--- src/rtl/uart_seq_trig.sv ---
// -----------------------------------------------------------------------------
// uart_seq_trig
//   UART receive trigger. It receives asynchronous serial frames with DATA_W
//   data bits (LSB first), an optional parity bit and one stop bit. It pulses
//   UARTtrig when the most recent seq_len good characters, taken in arrival
//   order, equal a programmable masked character sequence.
//
// Parameters
//   DATA_W   data bits per frame (5..9)
//   SEQ_LEN  maximum number of characters in the match sequence (>=1)
//   CNT_W    width of baud_cnt
//
// Ports
//   clk       system clock
//   rst_n     asynchronous active-low reset
//   RX        serial input, asynchronous to clk, idles high
//   baud_cnt  clocks per bit (>=4); latched at each start edge
//   par_en    frame carries a parity bit; latched at each start edge
//   par_odd   1 = odd parity, 0 = even; latched at each start edge
//   seq_len   active sequence length (0 acts as 1, clamped to SEQ_LEN)
//   match     SEQ_LEN slots of DATA_W bits; slot 0 is the oldest character
//   mask      same layout as match; 1 = don't-care bit
//   rx_data   last good character
//   rx_rdy    1-cycle pulse, good frame received
//   frm_err   1-cycle pulse, stop bit sampled low
//   par_err   1-cycle pulse, parity mismatch
//   UARTtrig  1-cycle pulse, sequence matched (coincides with rx_rdy)
// -----------------------------------------------------------------------------
module uart_seq_trig #(
    parameter int DATA_W  = 8,
    parameter int SEQ_LEN = 4,
    parameter int CNT_W   = 16,
    localparam int SL_W   = $clog2(SEQ_LEN + 1)
) (
    input  logic                      clk,
    input  logic                      rst_n,
    input  logic                      RX,
    input  logic [CNT_W-1:0]          baud_cnt,
    input  logic                      par_en,
    input  logic                      par_odd,
    input  logic [SL_W-1:0]           seq_len,
    input  logic [SEQ_LEN*DATA_W-1:0] match,
    input  logic [SEQ_LEN*DATA_W-1:0] mask,
    output logic [DATA_W-1:0]         rx_data,
    output logic                      rx_rdy,
    output logic                      frm_err,
    output logic                      par_err,
    output logic                      UARTtrig
);

    localparam int BC_W = $clog2(DATA_W + 1);
    localparam logic [SL_W-1:0] SEQ_MAX = SL_W'(SEQ_LEN);

    typedef enum logic [2:0] {IDLE, START, DATA, PAR, STOP} state_t;

    state_t state, state_n;

    // ---------------------------------------------------------------------
    // RX synchroniser. rxs_d is one more stage used only for edge detection.
    // ---------------------------------------------------------------------
    logic rx_s1, rxs, rxs_d;

    always_ff @(posedge clk or negedge rst_n) begin
        if (!rst_n) begin
            rx_s1 <= 1'b1;
            rxs   <= 1'b1;
            rxs_d <= 1'b1;
        end else begin
            rx_s1 <= RX;
            rxs   <= rx_s1;
            rxs_d <= rxs;
        end
    end

    logic fall;
    assign fall = rxs_d & ~rxs;

    // ---------------------------------------------------------------------
    // Per-frame configuration and bit timing
    // ---------------------------------------------------------------------
    logic [CNT_W-1:0]  baud_l;
    logic              par_en_l, par_odd_l;
    logic [CNT_W-1:0]  bcnt;
    logic [BC_W-1:0]   bitcnt;
    logic [DATA_W-1:0] shreg;
    logic              par_bad;

    logic half_tick, bit_tick, last_bit;
    assign half_tick = (bcnt == ((baud_l >> 1) - CNT_W'(1)));
    assign bit_tick  = (bcnt == (baud_l - CNT_W'(1)));
    assign last_bit  = (bitcnt == BC_W'(DATA_W - 1));

    // ---------------------------------------------------------------------
    // FSM
    // ---------------------------------------------------------------------
    always_ff @(posedge clk or negedge rst_n) begin
        if (!rst_n) state <= IDLE;
        else        state <= state_n;
    end

    always_comb begin
        state_n = state;
        case (state)
            IDLE:  if (fall) state_n = START;
            // A start bit that is high again at mid-bit was only a glitch.
            START: if (half_tick) state_n = rxs ? IDLE : DATA;
            DATA:  if (bit_tick && last_bit) state_n = par_en_l ? PAR : STOP;
            PAR:   if (bit_tick) state_n = STOP;
            STOP:  if (bit_tick) state_n = IDLE;
            default: state_n = IDLE;
        endcase
    end

    // ---------------------------------------------------------------------
    // History and match evaluation. hist[0] is the newest character.
    // hist_n / cnt_n are the values after shifting in the frame being
    // completed, so the match sees the character that is just arriving.
    // ---------------------------------------------------------------------
    logic [DATA_W-1:0] hist   [SEQ_LEN];
    logic [DATA_W-1:0] hist_n [SEQ_LEN];
    logic [SL_W-1:0]   cnt, cnt_n;
    int                eff_l;
    logic              hit;

    always_comb begin
        hist_n[0] = shreg;
        for (int i = 1; i < SEQ_LEN; i++) hist_n[i] = hist[i-1];
        cnt_n = (cnt == SEQ_MAX) ? cnt : cnt + SL_W'(1);

        eff_l = int'(seq_len);
        if (eff_l == 0)       eff_l = 1;
        if (eff_l > SEQ_LEN)  eff_l = SEQ_LEN;

        // Slot k is compared with the character received L-1-k frames ago,
        // so slot 0 lines up with the oldest character of the window.
        hit = (int'(cnt_n) >= eff_l);
        for (int k = 0; k < SEQ_LEN; k++) begin
            for (int j = 0; j < SEQ_LEN; j++) begin
                if (k < eff_l && j == eff_l - 1 - k) begin
                    if (((hist_n[j] ^ match[k*DATA_W +: DATA_W])
                         & ~mask[k*DATA_W +: DATA_W]) != '0)
                        hit = 1'b0;
                end
            end
        end
    end

    // ---------------------------------------------------------------------
    // Datapath, frame result and history update
    // ---------------------------------------------------------------------
    always_ff @(posedge clk or negedge rst_n) begin
        if (!rst_n) begin
            baud_l    <= '0;
            par_en_l  <= 1'b0;
            par_odd_l <= 1'b0;
            bcnt      <= '0;
            bitcnt    <= '0;
            shreg     <= '0;
            par_bad   <= 1'b0;
            cnt       <= '0;
            rx_data   <= '0;
            rx_rdy    <= 1'b0;
            frm_err   <= 1'b0;
            par_err   <= 1'b0;
            UARTtrig  <= 1'b0;
            for (int i = 0; i < SEQ_LEN; i++) hist[i] <= '0;
        end else begin
            rx_rdy   <= 1'b0;
            frm_err  <= 1'b0;
            par_err  <= 1'b0;
            UARTtrig <= 1'b0;

            case (state)
                IDLE: begin
                    if (fall) begin
                        baud_l    <= baud_cnt;
                        par_en_l  <= par_en;
                        par_odd_l <= par_odd;
                        bcnt      <= '0;
                        bitcnt    <= '0;
                        par_bad   <= 1'b0;
                    end
                end

                START: bcnt <= half_tick ? '0 : bcnt + CNT_W'(1);

                DATA: begin
                    bcnt <= bit_tick ? '0 : bcnt + CNT_W'(1);
                    if (bit_tick) begin
                        // Shift in from the top so the first bit ends at bit 0.
                        shreg  <= {rxs, shreg[DATA_W-1:1]};
                        bitcnt <= bitcnt + BC_W'(1);
                    end
                end

                PAR: begin
                    bcnt <= bit_tick ? '0 : bcnt + CNT_W'(1);
                    if (bit_tick) par_bad <= ^shreg ^ rxs ^ par_odd_l;
                end

                STOP: begin
                    bcnt <= bit_tick ? '0 : bcnt + CNT_W'(1);
                    if (bit_tick) begin
                        if (!rxs) begin
                            frm_err <= 1'b1;
                            cnt     <= '0;
                        end else if (par_bad) begin
                            par_err <= 1'b1;
                            cnt     <= '0;
                        end else begin
                            rx_rdy   <= 1'b1;
                            rx_data  <= shreg;
                            cnt      <= cnt_n;
                            UARTtrig <= hit;
                            for (int i = 0; i < SEQ_LEN; i++) hist[i] <= hist_n[i];
                        end
                    end
                end

                default: ;
            endcase
        end
    end

endmodule
--- config.mk ---
export PLATFORM = sky130hd
export DESIGN_NAME = uart_seq_trig
export DESIGN_NICKNAME = d
export VERILOG_FILES = /design/src/rtl/uart_seq_trig.sv
export SDC_FILE = /design/constraint.sdc
export NUM_CORES = 1
export LEC_CHECK = 0
export CORE_UTILIZATION = 25
export DETAILED_ROUTE_END_ITERATION = 12
export HOLD_SLACK_MARGIN = 0.15
export PLACE_DENSITY = 0.44
export SLEW_MARGIN = 40
export SYNTH_ARGS = -nofsm -noshare
export SYNTH_HDL_FRONTEND = slang
export SYNTH_SLANG_ARGS = --single-unit
--- constraint.sdc ---
create_clock -name clk -period 4.3 [get_ports clk]
set_input_delay 0.86 -clock clk [delete_from_list [all_inputs] [get_ports clk]]
set_output_delay 0.86 -clock clk [all_outputs]
set_load 0.005 [all_outputs]
==> results.yml, run 1 <==
setup_path:
  crit_required_ps: 4590
  crit_path_start_kind: "flip-flop"
  crit_path_cell_trace: "inv_1, ha_1, nor4b_2, nand3_1, a222oi_1, o2111ai_1, or4_1, or3_1, buf_4, or4_1, nand2_1"
  crit_fanout: 13
  worst-setup-path-type: "reg2reg"
  crit_buf_inv: 2
  critPathCaptureType: "flip-flop"
  crit_family: "simple AND/OR/NAND/NOR gates"
  critPathMostFrequentCell: "or4_1"
  cp_slowest_cell: "nor4b_2"
  cp.arrival_ps: 4360
  max_stage_delay_ps: 620
layout:
  n_antenna_cell: 0
  final_nets: 966
  drive_gt1_share_pct: 10.0
  final_cell_mix: "xnor2_1, clkdlybuf4s50_1, nand2_1"
  area_growth_pct: 20.2
  final_cells: 1246
  fin_util_pct: 30.5
  final_common_cell: "xnor2_1"
synthesis:
  synth.distinct_cells: 65
  yosysSeqAreaShare_pct: 29.9
  muxShareOfSynthArea_pct: 5.88
  yosys.area_share.xor_xnor_pct: 21.2
  synth_compound_area_share_pct: 16.2
  synth_ff_type: "dfrtp_1"
  async_reset_ff_share_pct: 100
  synth_top_family_by_area: "XOR/XNOR gates"
  avgSynthCellArea_um2: 8.30
  syn_nets: 952
  netlist_area_um2: 7050
  synthAdderAreaFrac_pct: 2.66
  yosys_warnings: 0
  syn_inst: 849
  ys_seq_elements: 84
  synthSimpleGateAreaFrac_pct: 16.3
  synth_edf_count: 0
sta:
  skew_ps: 12.4
  slew_headroom_pct: 51.8
  fmax_mhz: 245
  setup_viol: 0
  finalCritPeriodShare_pct: 94.8
  period_minus_slack_ps: 4080
  rsz0062_at_grt: "false"
  hold_viol: 0
  fin_setup_tns_ps: 0
  timing.hold.ws_ps: 357
  slew_viol_final: 0
  worst_pin_slew_ps: 717
  fin_ws_ps: 223
hold_path:
  min_path_type: "reg2reg"
clock_tree:
  clock-sinks: 84
  cts-root-buf: "clkbuf_16"
  cts_setup_buffers: 0
  hold_buffers: 0
  clock_latency_ps: 350
  cts_buffers: 9
  tritoncts: "built"
  cts_max_level: 3
  max-clock-path-buffers: 2
  cts_resized: 0
  clk_pin_slew_ps: 70
grt:
  grt_overflow: 0
  grt.total_usage_pct: 16.7
  antenna_found_initial: 0
  grt_pass1_wl_mm: 36.9
  grt_max_degree: 45
  grt_pass1_vias: 6234
floorplan:
  rows: 61
  start_util_pct: 25.4
  die_w_um: 170
  io-pin-count: 100
  core_area_um2: 27800
  chipHeight_um: 170
  die-area_um2: 28900
status:
  status: "finished, final reports clean"
run:
  max_cap_viol_count: 0
place:
  dpl.cell_count: 1230
  numPortBuffers: 99
  pre_cts_slack_ps: 332
  hpwl_mm: 18.1
  place_congestion: 0.947
routing:
  routed_wl_mm: 23.5
  drtIter0Drc: 487
  ant_nets: 0
  wire_per_inst_um: 18.9
  vias: 6091
  route.detailed.drc: 0
  dr.pass1.iters: 5
  viasPerCell: 4.89
pwr:
  p_leak_nw: 3.10
  ir_drop_uv: 195
  power_density_nw_per_um2: 312
## area by class of cell
cell class,count,area (um2)
Clock buffer,9,225
Clock inverter,7,58.8
Fill cell,2969,19300
Inverter,25,93.8
Multi-Input combinational cell,629,4410
Sequential cell,84,2110
Tap cell,378,473
Timing Repair Buffer,114,1100
## cell families after synthesis
logic type | Yosys count
compound gates | 171
simple gates | 235
flops | 84
buf+inv | 136
xor+xnor | 171
fa+ha+maj | 15
mux | 37
## stage by stage
| stage | power, W | cell area (um2) |
|---|---|---|
| after floorplan | 0.00161 | 7050 |
| after global placement | 0.00190 | 8180 |
| after global routing | 0.00282 | 8470 |
| final | 0.00264 | 8470 |
| after CTS | 0.00266 | 8470 |
| after detailed placement | 0.00189 | 8180 |
## synth_stat cells, types with 12 or more instances
cell	instances	area [um2]
buf_1	13	48.8
clkbuf_1	84	315
dfrtp_1	81	2030
ha_1	15	188
inv_1	25	93.8
mux2_2	35	394
nand2_1	95	357
nand3_1	18	90.1
nor2_1	38	143
nor3_1	13	65.1
nor4_1	12	75.1
o211ai_1	14	105
o21ai_0	31	155
o22ai_1	66	413
xnor2_1	160	1400
## registers in the layout (all words and copies together), names as in the netlist, 3 cells and up
name,flops
cnt,3
shreg,8
state,3
hist,24
bitcnt,4
baud_l,16
bcnt,16
## power by group
group | switching (W) | total, W | internal (W)
combinational | 0.000418 | 0.000817 | 0.000399
clock | 0.000360 | 0.000761 | 0.000401
sequential | 0.000192 | 0.00106 | 0.000871
total | 0.000970 | 0.00264 | 0.00167
## path summary, 6_finish.rpt
path	from	endpoint	slack [ps]	depth (start not counted)
max in group asynchronous	rst_n	baud_l[4]	3010	2
min in group asynchronous	rst_n	cnt[0]	500	1
setup reg to reg	baud_l[1]	bitcnt[2]	220	11
setup / recovery	baud_l[1]	bitcnt[2]	220	11
hold / removal	rx_s1	rxs	360	0
hold reg to reg	rx_s1	rxs	360	0
## layer usage
metal	vias up	track usage [%]	wire length, um
li1	2952	-	-
met1	2901	21.6	10600
met2	199	27.8	11000
met3	39	2.95	1230
met4	0	5.99	683
met5	-	0	0
Note: power is estimated with default switching activity, not from simulation.
==> run 2, diff against run 1 <==
--- a/config.mk
+++ b/config.mk
@@ -5,6 +5,7 @@
 export SDC_FILE = /design/constraint.sdc
 export NUM_CORES = 1
 export LEC_CHECK = 0
+export CORE_ASPECT_RATIO = 1.75
 export CORE_UTILIZATION = 25
 export DETAILED_ROUTE_END_ITERATION = 12
 export HOLD_SLACK_MARGIN = 0.15
==> results.yml, run 2 (synthesis results as in run 1) <==
status:
  status: "finished, final reports clean"
place:
  hpwl_mm: 22.6
  place_congestion: 0.966
  numPortBuffers: 99
routing:
  drtIter0Drc: 262
  route.detailed.drc: 0
  viasPerCell: 5.02
  ant_nets: 0
  dr.pass1.iters: 5
  routed_wl_mm: 27.9
  vias: 6229
  wire_per_inst_um: 22.4
setup_path:
  crit_path_cell_trace: "inv_1, ha_1, and2_1, a211oi_1, o31ai_1, nand4_1, nor4_1, nand3_1, or2_2, a2111oi_0"
  max_stage_delay_ps: 710
  cp.arrival_ps: 4150
  crit_buf_inv: 1
  rr_endpoint: "UARTtrig"
  cp_slowest_cell: "nor4_1"
  worst-setup-path-type: "reg2reg"
  r2r_start: "baud_l[1]"
  critPathCaptureType: "flip-flop"
  crit_required_ps: 4520
  r2r_slack_ps: 360
  crit_fanout: 9
  crit_path_start_kind: "flip-flop"
  crit_family: "simple AND/OR/NAND/NOR gates"
  reg2reg_depth: 10
layout:
  area_growth_pct: 20.2
  drive_gt1_share_pct: 9.67
  final_nets: 967
  final_common_cell: "xnor2_1"
  largest_reg_flops: 24
  largest-register: "hist"
  n_antenna_cell: 0
  final_cell_mix: "xnor2_1, clkdlybuf4s50_1, nand2_1"
  largestRegisters: "hist (24), baud_l (16), bcnt (16)"
grt:
  grt_pass1_wl_mm: 41.1
  grt_max_degree: 38
  grt.total_usage_pct: 19.8
  antenna_found_initial: 0
  grt_overflow: 0
  grt_pass1_vias: 6447
run:
  max_cap_viol_count: 0
sta:
  setup_viol: 0
  slew_headroom_pct: 45.0
  fin_setup_tns_ps: 0
  worst_pin_slew_ps: 817
  fmax_mhz: 254
  skew_ps: 10.5
  rsz0062_at_grt: "false"
  slew_viol_final: 0
  hold_viol: 0
  period_minus_slack_ps: 3940
  finalCritPeriodShare_pct: 91.6
clock_tree:
  clock_latency_ps: 350
  cts_max_level: 3
  max-clock-path-buffers: 2
  clock-sinks: 84
  clk_pin_slew_ps: 70
  cts-root-buf: "clkbuf_16"
  tritoncts: "built"
  cts_buffers: 9
  hold_buffers: 0
floorplan:
  start_util_pct: 25.3
  chipHeight_um: 224
  die_w_um: 129
  die-area_um2: 28900
  core_area_um2: 27900
  io-pin-count: 100
  rows: 81
hold_path:
  worstHoldEndpoint: "rxs"
  min_path_type: "reg2reg"
  hold_depth: 0
  hp-start: "rx_s1"
pwr:
  p_leak_nw: 3.10
  power_density_nw_per_um2: 313
  ir_drop_uv: 156
  power_w: 0.00265
-- run 2: cell count changes in the layout (fill, tap and decap cells not counted), sizes merged --
cell,before,now
inv,28,25
clkbuf,9,12
buf,16,17
-- run 2: metrics by stage --
| step | std cells | util, % | hold WS, ps | instance area [um2] | setup slack (ps) |
|---|---|---|---|---|---|
| final | 1242 | 30.4 | 377 | 8470 | 362 |
| after detailed placement | 1226 | 29.4 | 365 | 8190 | 160 |
| after CTS | 1242 | 30.4 | 374 | 8460 | 138 |
| after global placement | 1226 | 29.4 | 369 | 8190 | 223 |
| after floorplan | 849 | - | 345 | 7050 | 807 |
| after global routing | 1242 | 30.4 | 380 | 8470 | 83.3 |
-- run 2: layer usage --
| layer | vias to the layer above | share of wire [%] | wire, um | track usage, % |
|---|---|---|---|---|
| li1 | 2948 | - | - | - |
| met1 | 3029 | 32 | 9050 | 17.9 |
| met2 | 181 | 57 | 15800 | 39.5 |
| met3 | 71 | 3.6 | 999 | 2.39 |
| met4 | 0 | 7.2 | 2000 | 14.0 |
| met5 | - | 0 | 0 | 0 |
-- run 2: layout make-up --
cell class	count	area (um2)
clock buffer	12	246
clock inverter	4	26.3
fill	2917	19400
inverter	25	93.8
multi-input combinational	629	4410
sequential	84	2110
tap	373	467
timing repair buffer	115	1120
-- run 2: timing repair --
action,CTS,global route
endpoints found under the setup margin,0,1
setup buffers,0,0
resized for setup,0,1
-- run 2: worst max-delay path by stage --
stage | startpoint | endpoint | slack (ps) | cells past startpoint
after detailed placement | baud_l[1] | UARTtrig | 160 | 10
after global placement | baud_l[1] | UARTtrig | 220 | 10
after global routing | baud_l[1] | UARTtrig | 80 | 10
after CTS | baud_l[1] | UARTtrig | 140 | 10
after floorplan | baud_l[1] | hist[11] | 810 | 11
final | baud_l[1] | UARTtrig | 360 | 10
-- run 2: power breakdown --
| part | total (W) | switching, W | internal [W] |
|---|---|---|---|
| sequential | 0.00106 | 0.000193 | 0.000871 |
| clock | 0.000732 | 0.000325 | 0.000407 |
| combinational | 0.000857 | 0.000452 | 0.000405 |
| total | 0.00265 | 0.000970 | 0.00168 |
==> patch (flow settings as in run 1) <==
Change the parameter `CNT_W` from 16 to 18.
--- a/src/rtl/uart_seq_trig.sv
+++ b/src/rtl/uart_seq_trig.sv
@@ -29,7 +29,7 @@
 module uart_seq_trig #(
     parameter int DATA_W  = 8,
     parameter int SEQ_LEN = 4,
-    parameter int CNT_W   = 16,
+    parameter int CNT_W   = 18,
     localparam int SL_W   = $clog2(SEQ_LEN + 1)
 ) (
     input  logic                      clk,
Interface: changed (resized baud_cnt); port bits go from 100 to 102. No check against the original RTL was run, so the function may have changed too.
==> patch against run 1 <==
Wire length increased by 6.9%; final cell count increased by 1.1%; worst hold slack improved by 0.017 ns; maximum frequency increased by 7.7%; setup slack improved by 0.29 ns; synthesized area increased by 6.0%; synthesized cell count unchanged; final area increased by 5.6%; total power increased by 30%; core utilization increased by 0.34 points; sequential cell count increased by 4.
==> patch: results (changes against run 1) <==
min Tclk post-route=3.79 ns (was 4.08 ns); placed cells=1244 (was 1230); total wire length=25200 microns (was 23500 microns); Vias=6356 (was 6091); Crit path max-delay family=simple AND/OR/NAND/NOR gates (unchanged); first-pass GRT wire length=38400 microns (was 36900 microns); # setup viols final=0 (unchanged); sequential area share after synthesis=0.295 (was 0.299); leakage power=3.31 nW (was 3.10 nW); Max clock buf depth=2 (unchanged); Hold Path Class=flip-flop to flip-flop (unchanged); Place WS=0.241 ns (was 0.332 ns); critical path fanouts, max=25 (was 13); layout cells sized above 1=0.120 (was 0.100); Max VDD drop=0.000212 V (was 0.000195 V); synth warn=0 (unchanged); hpwl dp=19600 microns (was 18100 microns); Top Registers=hist: 24 flops, baud_l: 18 flops, bcnt: 18 flops (was hist: 24 flops, baud_l: 16 flops, bcnt: 16 flops); Total Routing Usage GR=0.166 (was 0.167); Num CTS Buffers=9 (unchanged); CP max stage delay=0.57 ns (was 0.62 ns); NumNets Final=976 (was 966); antenna violations before repair=0 (unchanged); Cell Area, Placed=8630 sq um (was 8180 sq um); largest net degree at the start of global routing=33 (was 45); PortBufs=101 (was 99); largest cells by area after synthesis=dfrtp_1 (28%), xnor2_1 (20%), o22ai_1 (5.9%) (was dfrtp_1 (29%), xnor2_1 (20%), o22ai_1 (5.9%)); RD Place Congestion=0.969 (was 0.947); non-filler cells, final=1260 (was 1246); Distinct cells, synth=72 (was 65); worst-margin pin slew=0.694 ns (was 0.717 ns); Slowest-stage cell, CP=a21boi_1 (was nor4b_2); Post-synth top cells=xnor2_1 (167), dfrtp_1 (85), clkbuf_1 (82) (was xnor2_1 (160), nand2_1 (95), clkbuf_1 (84)); Worst-Skew Late Latency=0.36 ns; Clock Skew=0.0113 ns (was 0.0124 ns); Syn Nets=954 (was 952); outcome=finished clean (unchanged); initial DRC count=414 (was 487); vias in the first global route=6513 (was 6234); WP data arrival=4.02 ns (was 4.36 ns); Crit. Startpoint=baud_l[2]$_DFFE_PN0P_ (was baud_l[1]$_DFFE_PN0P_); worst reg-to-reg setup slack=0.51 ns (was 0.22 ns)
-- patch: changes by cell type after synthesis, sizes merged, moves of 5 or more --
cell / change
o21ai: +5
mux2: +14
inv: -7
xor2: +7
o211ai: -5
nand2: -45
xnor2: +7
nand2b: +5
-- patch: path summary, 6_finish.rpt --
kind,endpoint,cells past startpoint
setup / recovery,hist[10]$_DFFE_PN0P_,11
hold / removal,rxs$_DFF_PN1_,0
setup reg to reg,hist[10]$_DFFE_PN0P_,11
hold reg to reg,rxs$_DFF_PN1_,0
max in group asynchronous,rxs$_DFF_PN1_,2
min in group asynchronous,bcnt[12]$_DFFE_PN0P_,1
-- patch: cell families (layout without fill, tap and decap cells) --
| group | count (synthesis) | after routing | share of synthesized area |
|---|---|---|---|
| buffers and inverters | 129 | 156 | 0.0749 |
| flip-flops | 88 | 88 | 0.295 |
| AND/OR/NAND/NOR | 205 | 205 | 0.147 |
| adder cells (fa/ha/maj) | 15 | 15 | 0.0251 |
| multiplexers | 52 | 52 | 0.0874 |
| XOR/XNOR | 185 | 185 | 0.217 |
| AO/OA/AOI/OAI | 175 | 175 | 0.154 |
-- patch: report_power, final --
group	leakage (nW)	internal, mW	switching, mW
clock network	0.151	0.475	0.368
registers	1.17	0.945	0.259
logic	1.99	0.654	0.723
total	3.31	2.07	1.35
-- patch: final cells by class --
class,count,area [sq um]
well taps,384,480
clock buffers,10,239
multi-input cells,632,4710
clock inverters,6,75.1
repair buffers,122,1170
fillers,3102,20100
inverters,18,67.6
flip-flops and latches,88,2210
-- patch: metal layers --
layer / part of all wire / global-route usage / routed length [microns]
met3: 0.044 / 0.0222 / 1110
met2: 0.46 / 0.273 / 11600
met1: 0.46 / 0.215 / 11500
met5: 0 / 0 / 0
met4: 0.038 / 0.0779 / 950
-- patch: worst reg2reg max path: stages (launching register included) --
cell	delay [ns]
dfrtp_1	0.45
inv_1	0.13
ha_1	0.18
a21boi_1	0.57
nand2_1	0.18
or3_4	0.43
a2111oi_2	0.45
and4_1	0.33
nand2_2	0.10
or2_1	0.24
buf_4	0.27
mux2_4	0.35
-- patch: per-stage QoR --
step	hold WS (ns)	power (mW)
floorplan	0.345	2.12
global placement	0.349	2.60
detailed placement	0.354	2.59
CTS	0.374	3.45
global route	0.377	3.64
finish	0.374	3.42
